===== src/rtl/aes256_key_expand_if.sv =====
// Round-key streaming interface for aes256_key_expand: start/key request,
// valid/ready round-key stream and the key-store read port.
interface aes256_key_expand_if;
  logic         start;
  logic [255:0] key_in;
  logic         busy;
  logic         rk_valid;
  logic         rk_ready;
  logic [127:0] rk_data;
  logic [3:0]   rk_num;
  logic         done;
  logic [3:0]   rd_idx;
  logic [127:0] rd_key;

  modport master (
    output start, key_in, rk_ready, rd_idx,
    input  busy, rk_valid, rk_data, rk_num, done, rd_key
  );

  modport slave (
    input  start, key_in, rk_ready, rd_idx,
    output busy, rk_valid, rk_data, rk_num, done, rd_key
  );
endinterface


===== src/rtl/aes256_key_expand.sv =====
// Iterative AES-256 key schedule: streams rk0..rk14 from a sliding 256-bit window.
// Optional round-key register file enabled by AES_KEY_STORE_EN.
module aes256_key_expand (
  input logic                  clk,
  input logic                  rst,
  aes256_key_expand_if.slave   bus
);

  typedef enum logic [1:0] {IDLE, STREAM, FINISH} state_t;

  state_t       state, state_nx;
  logic [127:0] win_a, win_b, win_a_nx, win_b_nx;
  logic [3:0]   num, num_nx;
  logic         xfer;
  logic [4:0]   j;
  logic [31:0]  t_src, t_sub, t;
  logic [7:0]   rcon;
  logic [31:0]  n0, n1, n2, n3;

  function automatic logic [7:0] gf_mul(input logic [7:0] a, input logic [7:0] b);
    logic [7:0] p, x;
    p = '0;
    x = a;
    for (int unsigned i = 0; i < 8; i++) begin
      if (b[i]) p ^= x;
      x = {x[6:0], 1'b0} ^ (x[7] ? 8'h1b : 8'h00);
    end
    return p;
  endfunction

  // Inverse as x^254 (x^2 * x^4 * ... * x^128); maps 0 to 0 as AES requires.
  function automatic logic [7:0] sbox(input logic [7:0] x);
    logic [7:0] sq, r;
    sq = x;
    r  = 8'h01;
    for (int unsigned i = 1; i < 8; i++) begin
      sq = gf_mul(sq, sq);
      r  = gf_mul(r, sq);
    end
    return r ^ {r[6:0], r[7]} ^ {r[5:0], r[7:6]} ^ {r[4:0], r[7:5]}
             ^ {r[3:0], r[7:4]} ^ 8'h63;
  endfunction

  assign xfer  = (state == STREAM) && bus.rk_ready;
  assign j     = {1'b0, num} + 5'd2;
  assign t_src = j[0] ? win_b[31:0] : {win_b[23:0], win_b[31:24]};
  assign t_sub = {sbox(t_src[31:24]), sbox(t_src[23:16]),
                  sbox(t_src[15:8]),  sbox(t_src[7:0])};

  always_comb begin
    rcon = 8'h00;
    case (j[4:1])
      4'd1:    rcon = 8'h01;
      4'd2:    rcon = 8'h02;
      4'd3:    rcon = 8'h04;
      4'd4:    rcon = 8'h08;
      4'd5:    rcon = 8'h10;
      4'd6:    rcon = 8'h20;
      4'd7:    rcon = 8'h40;
      default: rcon = 8'h00;
    endcase
  end

  assign t  = j[0] ? t_sub : (t_sub ^ {rcon, 24'h000000});
  assign n0 = win_a[127:96] ^ t;
  assign n1 = win_a[95:64]  ^ n0;
  assign n2 = win_a[63:32]  ^ n1;
  assign n3 = win_a[31:0]   ^ n2;

  always_comb begin
    state_nx = state;
    win_a_nx = win_a;
    win_b_nx = win_b;
    num_nx   = num;
    case (state)
      IDLE, FINISH: begin
        state_nx = IDLE;
        if (bus.start) begin
          win_a_nx = bus.key_in[255:128];
          win_b_nx = bus.key_in[127:0];
          num_nx   = '0;
          state_nx = STREAM;
        end
      end
      STREAM: begin
        if (bus.rk_ready) begin
          win_a_nx = win_b;
          win_b_nx = {n0, n1, n2, n3};
          if (num == 4'd14) begin
            state_nx = FINISH;
          end else begin
            num_nx = num + 4'd1;
          end
        end
      end
      default: state_nx = IDLE;
    endcase
  end

  always_ff @(posedge clk or negedge rst) begin
    if (!rst) begin
      state <= IDLE;
      win_a <= '0;
      win_b <= '0;
      num   <= '0;
    end else begin
      state <= state_nx;
      win_a <= win_a_nx;
      win_b <= win_b_nx;
      num   <= num_nx;
    end
  end

  assign bus.busy     = (state == STREAM);
  assign bus.rk_valid = (state == STREAM);
  assign bus.done     = (state == FINISH);
  assign bus.rk_data  = win_a;
  assign bus.rk_num   = num;

`ifdef AES_KEY_STORE_EN
  logic [127:0] store [15];

  always_ff @(posedge clk or negedge rst) begin
    if (!rst) begin
      for (int unsigned i = 0; i < 15; i++) store[i] <= '0;
    end else if (xfer) begin
      store[num] <= win_a;
    end
  end

  assign bus.rd_key = (bus.rd_idx <= 4'd14) ? store[bus.rd_idx] : '0;
`else
  logic unused_rd;
  assign unused_rd  = ^{bus.rd_idx, xfer};
  assign bus.rd_key = '0;
`endif

endmodule


===== src/flat_wrapper.sv =====
// flat-port wrapper written by rule: the top's interface ports become plain ports
module aes256_key_expand_flat 
  (clk, rst, bus_start, bus_key_in, bus_rk_ready, bus_rd_idx, bus_busy, bus_rk_valid, bus_rk_data, bus_rk_num, bus_done, bus_rd_key);
  aes256_key_expand_if bus_i ();
  input logic clk;
  input logic rst;
  input wire logic [$bits(bus_i.start)-1:0] bus_start;
  input wire logic [$bits(bus_i.key_in)-1:0] bus_key_in;
  input wire logic [$bits(bus_i.rk_ready)-1:0] bus_rk_ready;
  input wire logic [$bits(bus_i.rd_idx)-1:0] bus_rd_idx;
  output wire logic [$bits(bus_i.busy)-1:0] bus_busy;
  output wire logic [$bits(bus_i.rk_valid)-1:0] bus_rk_valid;
  output wire logic [$bits(bus_i.rk_data)-1:0] bus_rk_data;
  output wire logic [$bits(bus_i.rk_num)-1:0] bus_rk_num;
  output wire logic [$bits(bus_i.done)-1:0] bus_done;
  output wire logic [$bits(bus_i.rd_key)-1:0] bus_rd_key;
  assign bus_i.start = bus_start;
  assign bus_i.key_in = bus_key_in;
  assign bus_i.rk_ready = bus_rk_ready;
  assign bus_i.rd_idx = bus_rd_idx;
  assign bus_busy = bus_i.busy;
  assign bus_rk_valid = bus_i.rk_valid;
  assign bus_rk_data = bus_i.rk_data;
  assign bus_rk_num = bus_i.rk_num;
  assign bus_done = bus_i.done;
  assign bus_rd_key = bus_i.rd_key;
  aes256_key_expand u_core (.clk(clk), .rst(rst), .bus(bus_i));
endmodule

===== config.mk =====
export PLATFORM = sky130hd
export DESIGN_NAME = aes256_key_expand_flat
export DESIGN_NICKNAME = d
export VERILOG_FILES = /design/src/rtl/aes256_key_expand_if.sv /design/src/rtl/aes256_key_expand.sv /design/src/flat_wrapper.sv
export SDC_FILE = /design/constraint.sdc
export NUM_CORES = 2
export LEC_CHECK = 0
export CELL_PAD_IN_SITES_DETAIL_PLACEMENT = 0
export CELL_PAD_IN_SITES_GLOBAL_PLACEMENT = 1
export CORE_MARGIN = 2
export CORE_UTILIZATION = 40
export DETAILED_ROUTE_END_ITERATION = 7
export PLACE_DENSITY_LB_ADDON = 0.1
export SLEW_MARGIN = 20
export SYNTH_ARGS = -nofsm -noshare
export SYNTH_HDL_FRONTEND = slang
export SYNTH_SLANG_ARGS = --single-unit

===== constraint.sdc =====
create_clock -name clk -period 21.3 [get_ports clk]
set_input_delay 4.26 -clock clk [delete_from_list [all_inputs] [get_ports clk]]
set_output_delay 4.26 -clock clk [all_outputs]
set_load 0.01 [all_outputs]

; After elaboration in Yosys (flattened, before gate mapping)
; Cells that the tools add are included.
[totals]
regBits = 262
inputBits = 264
output_inout_bits = 263
wordCells = 1636
[classes]
n_addsub = 2
n_eq_ne = 14
muxes = 829
bitwise_logic = 781
reduce_logical = 6
[ops]
columns = op, count
row1 = 8-bit bitwise XOR, 744
row2 = 8-bit two-way mux, 420
row3 = 5-bit two-way mux, 368
row4 = 128-bit two-way mux, 4
row5 = 128-bit case mux with 2 select lines, 2
row6 = 32-bit bitwise XOR, 4
row7 = 32-bit two-way mux, 2
row8 = 7-bit case mux with 7 select lines, 1
row9 = 32-bit by 31-bit bitwise XOR with 32-bit output, 1
row10 = 4-bit two-way mux, 7
row11 = 7-bit two-way mux, 4
row12 = 1-bit inverter (first input constant), 28
row13 = 6-bit two-way mux, 4
row14 = 4-bit by 3-bit == test with 1-bit output (second input constant), 4
row15 = 4-bit inverter, 4
row16 = 2-bit two-way mux, 6
row17 = 3-bit two-way mux, 4
row18 = 4-bit by 2-bit == test with 1-bit output (second input constant), 2
row19 = 4-bit case mux with 2 select lines, 1
row20 = 2-bit != test (second input constant), 3
row21 = 4-bit by 2-bit adder with 5-bit output (second input constant), 1
row22 = 1-bit two-way mux, 5
row23 = 4-bit by 1-bit adder with 4-bit output (second input constant), 1
row24 = 4-bit by 1-bit == test with 1-bit output (second input constant), 1
row25 = 11 further kinds, 11

; Logic depth before layout (Yosys ltp)
[logic_depth]
depth_word = 142
depth_mapped = 74
depth_no_buf = 58

; Worst setup path after synthesis
; OpenSTA, ideal clock, no wires.
[synth_path]
path_type = register to register
startpoint = register u_core.num[0] (netlist: u_core.bus.rk_num[0])
endpoint = register u_core.win_b[95]
setup_ps = 121
arrival_ps = 16739
required_ps = 21179
slack_ps = 4439
stages_incl_launch_ff = 70
n_path_buf = 14
synth_period_minus_slack_ps = 16861
path_cell_list = dfrtp_1 > buf_6 > buf_8 > mux2_2 > ha_1 > inv_1 > mux4_2 > xnor2_2 > inv_1 > clkbuf_1 > ha_1 > clkbuf_1 > nand2_1 > xor2_1 > xnor2_1 > inv_1 > buf_1 > ha_1 > (+34 left out) > or4_1 > clkbuf_1 > clkbuf_1 > a21oi_1 > mux2i_1 > nand3_1 > and4_1 > or4_1 > a21oi_1 > o21a_1 > buf_2 > nor2_1 > a2111o_1 > xnor3_2 > xnor3_2 > xor2_1 > nor2_1 > o21ai_1
[synth_via]
elab_chain_cells = 136
word_cells_on_any_way = 397
classes_between = add/sub: 1 / mux: 207 / bitwise: 189
[synth_rtl]
columns = element, line_no
row1 = from (decl), aes256_key_expand.sv:13  ; logic [3:0] num, num_nx;
row2 = from (signal assigned), aes256_key_expand.sv:110  ; num <= num_nx;
row3 = 4-bit by 2-bit adder with 5-bit output *, aes256_key_expand.sv:45  ; assign j = {1'b0, num} + 5'd2;
row4 = 32-bit two-way mux, aes256_key_expand.sv:46  ; assign t_src = j[0] ? win_b[31:0] : {win_b[23:0], win_b[31:24]};
row5 = 5-bit two-way mux, aes256_key_expand.sv:26  ; x = {x[6:0], 1'b0} ^ (x[7] ? 8'h1b : 8'h00);
row6 = 8-bit bitwise XOR, aes256_key_expand.sv:26
row7 = 8-bit bitwise XOR, aes256_key_expand.sv:25  ; if (b[i]) p ^= x;
row8 = 8-bit two-way mux, aes256_key_expand.sv:25
row9 = 8-bit bitwise XOR, aes256_key_expand.sv:25
row10 = 8-bit two-way mux, aes256_key_expand.sv:25
row11 = (+118 left out), --
row12 = 8-bit bitwise XOR (3 in series), aes256_key_expand.sv:40  ; return r ^ {r[6:0], r[7]} ^ {r[5:0], r[7:6]} ^ {r[4:0], r[7:5]}
row13 = 8-bit bitwise XOR, aes256_key_expand.sv:41  ; ^ {r[3:0], r[7:4]} ^ 8'h63;
row14 = 32-bit by 31-bit bitwise XOR with 32-bit output, aes256_key_expand.sv:64  ; assign t = j[0] ? t_sub : (t_sub ^ {rcon, 24'h000000});
row15 = 32-bit two-way mux *, aes256_key_expand.sv:64
row16 = 32-bit bitwise XOR *, aes256_key_expand.sv:65  ; assign n0 = win_a[127:96] ^ t;
row17 = 32-bit bitwise XOR *, aes256_key_expand.sv:66  ; assign n1 = win_a[95:64] ^ n0;
row18 = 128-bit two-way mux *, aes256_key_expand.sv:86  ; if (bus.rk_ready) begin
row19 = 128-bit case mux with 2 select lines *, aes256_key_expand.sv:75  ; case (state)
row20 = to (signal assigned), aes256_key_expand.sv:109  ; win_b <= win_b_nx;
row21 = to (decl), aes256_key_expand.sv:12  ; logic [127:0] win_a, win_b, win_a_nx, win_b_nx;
; Every way passes the cells marked *; elsewhere a longest branch is shown, timed or not. The select of a mux whose other input is x is not followed.
; A chain may end at the register's enable or synchronous reset.

; Worst setup path after layout
[layout_path]
startpoint = register u_core.num[0] (netlist: u_core.bus.rk_num[0])
endpoint = register u_core.win_b[24]
[layout_via]
elab_chain_cells = 139
word_cells_on_any_way = 408
classes_between = add/sub: 1 / eq/ne: 7 / mux: 208 / bitwise: 192
[layout_rtl]
columns = element, line_no
row1 = 4-bit by 2-bit adder with 5-bit output *, aes256_key_expand.sv:45
row2 = 32-bit two-way mux, aes256_key_expand.sv:46
row3 = 5-bit two-way mux (tied with other cells), aes256_key_expand.sv:26
row4 = 8-bit bitwise XOR (on tied branches), "aes256_key_expand.sv:26, aes256_key_expand.sv:25"
row5 = 8-bit bitwise XOR or 8-bit two-way mux (tied branches), aes256_key_expand.sv:25
row6 = 8-bit two-way mux or 8-bit bitwise XOR (tied branches), aes256_key_expand.sv:25
row7 = 8-bit bitwise XOR or 8-bit two-way mux (tied branches), aes256_key_expand.sv:25
row8 = 8-bit two-way mux or 8-bit bitwise XOR (tied branches), aes256_key_expand.sv:25
row9 = (+123 left out), --
row10 = 32-bit by 31-bit bitwise XOR with 32-bit output, aes256_key_expand.sv:64
row11 = 32-bit two-way mux *, aes256_key_expand.sv:64
row12 = 32-bit bitwise XOR *, aes256_key_expand.sv:65
row13 = 32-bit bitwise XOR *, aes256_key_expand.sv:66
row14 = 32-bit bitwise XOR *, aes256_key_expand.sv:67  ; assign n2 = win_a[63:32] ^ n1;
row15 = 32-bit bitwise XOR *, aes256_key_expand.sv:68  ; assign n3 = win_a[31:0] ^ n2;
row16 = 128-bit two-way mux *, aes256_key_expand.sv:86
row17 = 128-bit case mux with 2 select lines *, aes256_key_expand.sv:75
; Marks and branches as above.

==> metrics.yaml <==
cts_setup_buffers: 0
synth_ff_type: "dfrtp_1"
drt_iter0_drc: 5099
grt_pass1_vias: 61000
timing.setup.tns_ns: 0
synthCells: 9132
fin_cells: 11700
cp.required_ns: 21.79
hold_path.class: "reg2reg"
ys_types: 127
r2r_start: "u_core.bus.rk_num[0]"
clk_path_buf_depth: 3
final_max_slew_viol_count: 0
viasPerCell: 5.48
avgSynthCellArea_um2: 7.81
min_period_ns: 20.08
placedCellCount: 11600
start_kind: "flop"
crit_path_frequent_cell: "xnor2_1"
initial_core_util_pct: 40.4
path_class: "reg2reg"
path_clk_slew_ns: 0.07
dieArea_um2: 182000
slowest_stage: "dfrtp_4"
rr_endpoint: "u_core.win_b[24]"
place_congestion: 0.910
post_route_cells_drive_above_1_share_pct: 9.51
ant_nets: 0
ys_seq_area_share_pct: 9.19
area_delta_synth_final_pct: 11.2
totalWireLength_um: 250000
grt_usage_pct: 26.5
htree_levels: 1
skew_ns: 0.0158
n_fill_cell: 17800
synth-seq-cells: 262
fp.dieW_um: 426
cts.repair.resized: 0
drc_errors: 0
status: "finished, final reports clean"
syn_area_um2: 71300
synth-edff-count: 0
async_flop_share_pct: 100
min_delay_path_depth: 1
cts.sinks: 262
slew_headroom_pct: 25.6
first_pass_iters: 5
hold_buffers: 0
yosysWarningCount: 0
cpPeakStageDelay_ns: 0.77
cts_tree: "done"
layout.nets: 9612
ioPinCount: 527
core.rowCount: 154
drv_cap: 0
hpwl_um: 187000
fin_ws_ns: 1.22
fmax_mhz: 49.8
synth_most_common_cell: "xnor2_1"
port_buffers: 394
routedWlPerCell_um: 21.4
tightest_slew_ns: 1.11
pre_cts_ws_ns: 1.29
hold_viol_final: 0
cts-root-buf: "clkbuf_16"
synth_common_cells: "xnor2_1, nor2_1, nand2_1"
die_y_um: 426
synth_top_cell_area_share_pct: 19.9
grt_antenna_before_repair: 6
r2r_cells: 58
clock_latency_ns: 0.64
yosys-top-cells-area: "xnor2_1, xnor3_1, dfrtp_1"
cp_max_fo: 32
grt_max_degree: 158
end_kind: "flop"
regToRegSetupSlack_ns: 1.22
rsz0062_at_grt: "no"
min_from: "u_core.win_b[56]"
post-route-period-util_pct: 94.3
setup-violations-final: 0
arrival_ns: 20.57
synth_top_area_cell: "xnor2_1"
holdPathEnd: "u_core.win_b[56]"
final_util_pct: 44.9
cts_made_buffers: 31
grt.overflow.total: 0
vias: 64100
grt_pass1_wl_um: 383000
core_um2: 177000
[metrics by stage]
step           area [um2]  hold WS, ns
6_report            79300        0.477
5_1_grt             79300        0.498
4_1_cts             79300        0.481
3_5_place_dp        78200        0.466
3_3_place_gp        78200        0.459
2_1_floorplan       71800        0.449
[worst max path at each step]
stage                                    start               end  slack [ns]  cells after the start
after floorplan           u_core.bus.rk_num[0]  u_core.win_b[95]        4.44                     69
after global placement    u_core.bus.rk_num[0]  u_core.win_b[24]        1.70                     58
after detailed placement  u_core.bus.rk_num[0]  u_core.win_b[24]        1.29                     58
after CTS                 u_core.bus.rk_num[0]  u_core.win_b[24]        1.26                     58
after global routing      u_core.bus.rk_num[0]  u_core.win_b[24]        0.19                     58
final                     u_core.bus.rk_num[0]  u_core.win_b[24]        1.22                     58
[placed cells by master (no fill, tap or decap), drive strengths merged, types with 44 or more instances in the layout]
master / synthesis / final
o21ai: 455 / 455
dfrtp: 262 / 262
inv: 70 / 75
a31oi: 194 / 194
clkbuf: 366 / 44
nand2: 1143 / 1143
nand3: 157 / 157
conb: 1 / 128
nand2b: 51 / 51
xnor3: 396 / 396
xnor2: 1753 / 1753
mux2: 49 / 49
a211oi: 59 / 59
mux2i: 322 / 322
o211ai: 58 / 58
clkdlybuf4s50: 0 / 393
and2: 55 / 55
and3: 46 / 46
nor3: 190 / 190
o22ai: 105 / 105
a22oi: 51 / 51
xor2: 520 / 520
a21oi: 442 / 442
nor2b: 64 / 64
buf: 366 / 374
xor3: 62 / 62
nor2: 1380 / 1380
[per-layer routing]
metal / track usage [%] / routed length, um / up-vias
met5: 0 / 41 / -
met4: 10.6 / 11500 / 6
met3: 2.01 / 10600 / 252
met2: 44.4 / 119000 / 1668
met1: 35.2 / 110000 / 30900
li1: - / - / 31200
[sequential cells by signal (all words and copies together), names as in the netlist]
register	cells
u_core.bus.rk_num	4
u_core.state	2
u_core.win_b	128
u_core.bus.rk_data	128
[cell families after synthesis]
| family | Yosys count | synth area share, % |
|---|---|---|
| xor+xnor | 2731 | 45.0 |
| simple gates | 3208 | 18.9 |
| flops | 262 | 9.19 |
| compound gates | 1723 | 15.4 |
| buf+inv | 812 | 5.62 |
| mux | 372 | 5.54 |
| other cells | 1 | 0.00526 |
| fa+ha+maj | 23 | 0.396 |
[worst max-delay path: cells and delay by family, from the launching register on]
kind | cells | cell delay (ns)
flip-flops | 1 | 0.77
multiplexers | 5 | 2.19
AO/OA/AOI/OAI | 18 | 4.98
buffers and inverters | 6 | 1.32
XOR/XNOR | 12 | 4.69
AND/OR/NAND/NOR | 14 | 4.26
adder cells (fa/ha/maj) | 3 | 1.65
[layout make-up]
type	count	area (um2)	area share (%)
clock inverter	13	205	0.259
sequential	262	6560	8.27
inverter	80	308	0.388
timing repair buffer	767	6780	8.54
antenna	2	5.00	0.00631
multi-input combinational	8185	61700	77.8
tap	2340	2930	3.69
clock buffer	44	855	1.08
Power is not shown: default switching activity piles up to over one toggle a cycle in this logic, so the estimate is an artifact.
